<file path="src/rtl/boothr4_pkg.sv">
// Shared types for the radix-4 Booth multiplier: FSM states and recoder select codes.
package boothr4_pkg;

  typedef enum logic [2:0] {
    IDLE   = 3'd0,
    WAIT_Q = 3'd1,
    LOAD_M = 3'd2,
    CALC   = 3'd3,
    OUT_LO = 3'd4,
    OUT_HI = 3'd5
  } state_e;

  typedef enum logic [2:0] {
    ZERO = 3'd0,
    PM   = 3'd1,
    P2M  = 3'd2,
    NM   = 3'd3,
    N2M  = 3'd4
  } sel_e;

endpackage

</file>
<file path="src/rtl/booth_r4_recoder.sv">
// Radix-4 Booth digit recoder: maps {Q[1],Q[0],q_1} to the partial-product select.
module booth_r4_recoder
  import boothr4_pkg::*;
(
  input  logic [2:0] bits_i,
  output sel_e       sel_o
);

  always_comb begin
    sel_o = ZERO;
    case (bits_i)
      3'b001, 3'b010: sel_o = PM;
      3'b011:         sel_o = P2M;
      3'b100:         sel_o = N2M;
      3'b101, 3'b110: sel_o = NM;
      default:        sel_o = ZERO;
    endcase
  end

endmodule

</file>
<file path="src/rtl/booth_radix4_mult.sv">
// Sequential signed radix-4 Booth multiplier with byte-wide operand/result buses.
// Build option: BOOTHR4_HOLD_RESULT_EN keeps the high result byte on outbus while idle.
//
// state  | meaning
// IDLE   | waiting for beginsig; outbus idle value, endsig low
// WAIT_Q | waiting for locksig to capture multiplier Q
// LOAD_M | capture multiplicand M, clear step counter
// CALC   | one radix-4 add/shift step per cycle, WIDTH/2 steps
// OUT_LO | drive low product byte
// OUT_HI | drive high product byte with endsig
module booth_radix4_mult
  import boothr4_pkg::*;
#(
  parameter int WIDTH = 8
) (
  input  logic             clk,
  input  logic             rst,
  input  logic             beginsig,
  input  logic             locksig,
  input  logic [WIDTH-1:0] inbus,
  output logic [WIDTH-1:0] outbus,
  output logic             endsig
);

  localparam int STEPS = WIDTH / 2;
  localparam int CW    = $clog2(STEPS) + 1;
  localparam int AW    = WIDTH + 2;

  state_e           state_q, state_d;
  logic [AW-1:0]    a_q, a_d;
  logic [WIDTH-1:0] q_q, q_d;
  logic [WIDTH-1:0] m_q, m_d;
  logic             q1_q, q1_d;
  logic [CW-1:0]    cnt_q, cnt_d;
  logic [WIDTH-1:0] out_q, out_d;
  logic             end_q, end_d;

  sel_e          sel;
  logic [AW-1:0] m_ext, m2_ext, addend, a_sum;

  booth_r4_recoder u_recoder (
    .bits_i ({q_q[1:0], q1_q}),
    .sel_o  (sel)
  );

  assign m_ext  = {{2{m_q[WIDTH-1]}}, m_q};
  assign m2_ext = m_ext << 1;

  always_comb begin
    addend = '0;
    case (sel)
      PM:      addend = m_ext;
      P2M:     addend = m2_ext;
      NM:      addend = -m_ext;
      N2M:     addend = -m2_ext;
      default: addend = '0;
    endcase
  end

  assign a_sum = a_q + addend;

  always_comb begin
    state_d = state_q;
    a_d     = a_q;
    q_d     = q_q;
    m_d     = m_q;
    q1_d    = q1_q;
    cnt_d   = cnt_q;
    out_d   = out_q;
    end_d   = 1'b0;
    case (state_q)
      IDLE: begin
`ifndef BOOTHR4_HOLD_RESULT_EN
        out_d = '0;
`endif
        if (beginsig) state_d = WAIT_Q;
      end
      WAIT_Q: begin
        if (locksig) begin
          q_d     = inbus;
          a_d     = '0;
          q1_d    = 1'b0;
`ifdef BOOTHR4_HOLD_RESULT_EN
          out_d   = '0;
`endif
          state_d = LOAD_M;
        end
      end
      LOAD_M: begin
        m_d     = inbus;
        cnt_d   = '0;
        state_d = CALC;
      end
      CALC: begin
        // Arithmetic shift of {A,Q,q_1} right by two after the add
        a_d   = {{2{a_sum[AW-1]}}, a_sum[AW-1:2]};
        q_d   = {a_sum[1:0], q_q[WIDTH-1:2]};
        q1_d  = q_q[1];
        cnt_d = cnt_q + CW'(1);
        if (cnt_q == CW'(STEPS - 1)) state_d = OUT_LO;
      end
      OUT_LO: begin
        out_d   = q_q;
        state_d = OUT_HI;
      end
      OUT_HI: begin
        out_d   = a_q[WIDTH-1:0];
        end_d   = 1'b1;
        state_d = IDLE;
      end
      default: state_d = IDLE;
    endcase
  end

  always_ff @(posedge clk) begin
    if (rst) begin
      state_q <= IDLE;
      a_q     <= '0;
      q_q     <= '0;
      m_q     <= '0;
      q1_q    <= 1'b0;
      cnt_q   <= '0;
      out_q   <= '0;
      end_q   <= 1'b0;
    end else begin
      state_q <= state_d;
      a_q     <= a_d;
      q_q     <= q_d;
      m_q     <= m_d;
      q1_q    <= q1_d;
      cnt_q   <= cnt_d;
      out_q   <= out_d;
      end_q   <= end_d;
    end
  end

  assign outbus = out_q;
  assign endsig = end_q;

endmodule

</file>
<file path="config.mk">
export PLATFORM = sky130hd
export DESIGN_NAME = booth_radix4_mult
export DESIGN_NICKNAME = d
export VERILOG_FILES = /design/src/rtl/boothr4_pkg.sv /design/src/rtl/booth_r4_recoder.sv /design/src/rtl/booth_radix4_mult.sv
export SDC_FILE = /design/constraint.sdc
export NUM_CORES = 1
export LEC_CHECK = 0
export ABC_AREA = 0
export CAP_MARGIN = 5
export CORE_UTILIZATION = 63
export CTS_CLUSTER_SIZE = 20
export DETAILED_ROUTE_END_ITERATION = 6
export PLACE_DENSITY = 0.85
export SETUP_SLACK_MARGIN = 0.2
export SLEW_MARGIN = 20
export SYNTH_ARGS = -nofsm -noshare
export SYNTH_HDL_FRONTEND = slang
export SYNTH_SLANG_ARGS = --single-unit
</file>
<file path="constraint.sdc">
create_clock -name clk -period 6.8 [get_ports clk]
set_input_delay 1.36 -clock clk [delete_from_list [all_inputs] [get_ports clk]]
set_output_delay 1.36 -clock clk [all_outputs]
set_load 0.1 [all_outputs]
</file>
# Word level (Yosys, flattened, before mapping)
# Index checks and enable logic that the tools add are counted.
# classes
n_addsub	4
n_mul	0
n_div	0
magnitude_cmp	0
eq_ne	19
shift	0
mux	15
n_bitwise	0
n_reduce_logical	8
# ops
cell	n
one-hot mux 10 bit (4 select lines)	1
one-hot mux 8 bit (3 select lines)	1
== test 3 x 2 -> 1 bit, second input constant	7
negator 10 bit	2
one-hot mux 10 bit (2 select lines)	1
== test 3 bit, second input constant	6
one-hot mux 8 bit (2 select lines)	1
one-hot mux 3 bit (5 select lines)	1
one-hot mux 3 bit (4 select lines)	1
adder 10 bit	1
2-to-1 mux 10 bit	1
== test 3 x 1 -> 1 bit, second input constant	3
2-to-1 mux 3 bit	3
2-to-1 mux 8 bit	1
inequality test 2 bit, second input constant	3
one-hot mux 3 bit (2 select lines)	1
nonzero test 2 bit	2
OR reduction 2 bit	2
adder 3 x 1 -> 3 bit, second input constant	1
logical NOT 3 bit	1
AND reduction 3 bit	1
nonzero test 3 bit	1
2-to-1 mux 1 bit	2
one-hot mux 1 bit (2 select lines)	1
AND reduction 2 bit	1
# word_totals
ff_bits	42
latch_bits	0
mem_bits_rw	0
rom_bits	0
in_bits	12
out_inout_bits	9
wordCells	54
n_memories	0

# Longest topological paths before layout
# logic_depth
depth_word	7
depth_mapped	14

# By module
# From an unflattened synthesis, not the netlist that was laid out.
# unflattened
hier_cells	336
area_unflattened_um2	2522.4
# modules_own_cells
module	n_inst	cells_each	area_each_um2	seq_area_each_um2
booth_radix4_mult	1	332	2488.6	800.8
booth_r4_recoder	1	4	33.8	0.0

# Least setup slack after synthesis
# No wires, ideal clock.
# synth_path
kind	reg2reg
start	register m_q[2]
end	register a_q[8]
setup_time_ns	0.115
arrival_ns	3.069
required_ns	6.685
setup_slack_ns	3.617
stages_incl_launch_ff	14
path_buffers	2
period_less_slack_ns	3.183
cell_sequence	dfxtp_1 -> buf_6 -> or4_4 -> buf_6 -> o21ai_1 -> xor2_1 -> o21ai_0 -> o21a_1 -> ha_1 -> and3_1 -> a2111oi_0 -> o2111ai_1 -> a31o_1 -> o21a_1
# synth_between
elab_chain_len	4
word_cells_on_any_way	5
cone_classes	3 x add/sub; 2 x mux
# synth_rtl
item	line	text
from (decl)	booth_radix4_mult.sv:32	logic [WIDTH-1:0] m_q, m_d;
from (signal assigned)	booth_radix4_mult.sv:129	m_q <= m_d;
negator 10 bit, on equally long branches	booth_radix4_mult.sv:54, booth_radix4_mult.sv:55	
one-hot mux 10 bit (4 select lines) *	booth_radix4_mult.sv:51	case (sel)
adder 10 bit *	booth_radix4_mult.sv:60	assign a_sum = a_q + addend;
one-hot mux 10 bit (2 select lines) *	booth_radix4_mult.sv:71	case (state_q)
to (signal assigned)	booth_radix4_mult.sv:118	a_q <= '0;
to (signal assigned)	booth_radix4_mult.sv:127	a_q <= a_d;
to (decl)	booth_radix4_mult.sv:30	logic [AW-1:0] a_q, a_d;
# Every way passes the cells marked *; elsewhere a longest branch is shown, timed or not.
# A chain may end at the register's enable or synchronous reset.

# Final worst setup path
# layout_path
start	register q_q[0]
end	register a_q[8]
# layout_between
elab_chain_len	7
word_cells_on_any_way	16
cone_classes	1 x add/sub; 10 x eq/ne; 3 x mux; 2 x reduce/logical
# layout_rtl
item	line	text
from (decl)	booth_radix4_mult.sv:31	logic [WIDTH-1:0] q_q, q_d;
from (signal assigned)	booth_radix4_mult.sv:128	q_q <= q_d;
== test 3 bit, or another cell as far along	booth_r4_recoder.sv:11	case (bits_i)
OR reduction 2 bit	booth_r4_recoder.sv:11	
one-hot mux 3 bit (4 select lines) *	booth_r4_recoder.sv:11	
== test 3 bit, or another cell as far along	booth_radix4_mult.sv:51	
one-hot mux 10 bit (4 select lines) *	booth_radix4_mult.sv:51	
adder 10 bit *	booth_radix4_mult.sv:60	
one-hot mux 10 bit (2 select lines) *	booth_radix4_mult.sv:71	
# Marks and branches as above.

==> run metrics <==
status finished, final reports clean; Layout Skew 6.22 ps; Syn-to-layout area delta 9.83%; Die Y 67.0 um; initial antenna violation count 0; Worst setup SP type register; commonest cells in the netlist nor2_1, nand2_1, dfxtp_1, a21oi_1, o21ai_0; DIE AREA 4490 um2; via count 2590; largest net degree at the start of global routing 43; top_reg_cell synth dfxtp_1; PortBufs 20; Max Freq 277 MHz; Setup WS post-layout 3190 ps; H-tree levels 2; Period Utilization, post-route 0.531; layout cells sized above 1 0.0388; CTS Sinks 40; Clock transition at path regs 80 ps; vias in the first global route 2204; Hold/Removal Path Class reg2reg; grt total ovfl 0; P_leak 0.00104 uW; peak fanout along the critical path 21; pre-CTS WS 3300 ps; syn nets 382; WL/cell 15.6 um; Worst-Skew Late Latency 300 ps; DRC Markers 0; mean area per synthesized cell 7.45 um2; critical path data required time 6990 ps; Finished Cell Area 2920 um2; Clock Tree Root clkbuf_8; CTS tree yes; Pre-antenna DRT Iters 7; worst-margin pin slew 975 ps; Die Wd 67.0 um; Fill cells 331; Worst EP arrival 3800 ps; DR iter-0 viols 388; area of the multi-input gates 1670 um2; mapped cell area 2660 um2; NumNets Final 385; Rows 23; top cell type by total area after synthesis dfxtp_1; Hold Fails Final Rpt 0; setup_tns 0 ps; Crit. End Element register; EDFF count, synth 0; distinct cell type count after synthesis 52; power density cells 190 nW/um2; post-CTS setup buffers 0; fin crit period 3610 ps; Post-synth ARST share 0; # IOs 21; CP Class reg2reg; Num CTS Buffers 5; Post-Syn Instances 357; cts hold-fix bufs 0; initial core utilization 0.661; worst vdd ir 0.000149 V; Routability Congestion 0.976; yosys warns 0; Slew Viols, Final 0; first-pass GRT wire length 10.3 mm; Longest Clk Path Bufs 2; diodes inserted 0; post-DP HPWL 4.47 mm; Yosys reg bits 40; most frequent cell after synthesis nor2_1; GRT Overall Usage 0.309; post-route antenna net violation count 0; vias per cell 6.30; top cell type's share of synthesized area 0.301; core area 4030 um2; wirelength, routed 6.39 mm; RSZ-0062 raised after global routing false; Placed Area 2820 um2; PostCTS Resize Cnt 0; final setup vio count 0; Synth area leaders dfxtp_1, nor2_1, nand2_1; normalized max-slew margin 0.348; Sequential Area 801 um2; Max-Cap Viols 0; Seq/Total Area, Yosys 0.301
-- flip-flops by register name, summed over array words and instances (netlist names) --
register / count
a_q: 8
m_q: 8
outbus: 8
q_q: 8
cnt_q: 3
state_q: 3
endsig: 1
q1_q: 1
-- final timing paths --
path	slack (ps)	from	endpoint	cells past startpoint
worst max-delay path	3190	q_q[0]	a_q[8]	12
worst min-delay path	460	cnt_q[2]	cnt_q[2]	2
worst max register to register	3190	q_q[0]	a_q[8]	12
worst min register to register	460	cnt_q[2]	cnt_q[2]	2
-- routing by layer --
layer  GRT usage  routed length, um  part of all wire
met1       0.411               2790              0.44
met2       0.465               2790              0.44
met3      0.0839                579             0.091
met4       0.130                231             0.036
met5           0                  0                 0
-- cells by family after synthesis --
logic type / count (synthesis) / synth area share
and+or+nand+nor: 138 / 0.228
muxes: 12 / 0.0461
AOI/OAI and AO/OA: 100 / 0.255
buffers and inverters: 43 / 0.0705
adders and majority gates: 13 / 0.0639
xor gates and xnor gates: 11 / 0.0362
DFF: 40 / 0.301
-- stage by stage --
stage	power [uW]	std cells	utilization	hold WS, ps
floorplan	343	357	-	432
global placement	364	403	0.699	440
detailed placement	366	403	0.699	451
CTS	555	411	0.725	461
global route	579	411	0.725	491
finish	555	411	0.725	459
-- power breakdown --
part	switching, uW	internal [uW]	total (uW)
sequential	23.6	243	267
combinational	54.9	41.4	96.3
clock	82.8	109	192
total	161	393	555
-- worst max-delay path, stage by stage, from the launching register on --
cell and delay, ps:
dfxtp_1 790, inv_1 290, nand2_1 230, nor2_1 70
o21ai_0 250, o21ai_0 150, ha_1 290, a21oi_1 200
o22ai_1 160, a2111oi_0 550, o2111ai_1 200, a31o_1 240
o21a_1 90
-- cell type report --
type / instances / area share
well taps: 50 / 0.0214
repair buffers: 22 / 0.0736
clock inverters: 2 / 0.0120
clock buffers: 6 / 0.0248
inverters: 17 / 0.0218
flip-flops and latches: 40 / 0.274
multi-input cells: 274 / 0.572
-- cells in the final DEF (no fill, tap or decap), drive strengths merged, types with 8 or more instances in the layout --
cell,synthesis,routed
a21oi,25,25
a311oi,8,8
clkdlybuf4s50,0,20
dfxtp,40,40
ha,12,12
inv,16,16
mux2i,10,10
nand2,44,44
nor2,58,58
nor3,9,9
o21ai,23,23
xnor2,9,9
Power figures use the tool's default switching activity.
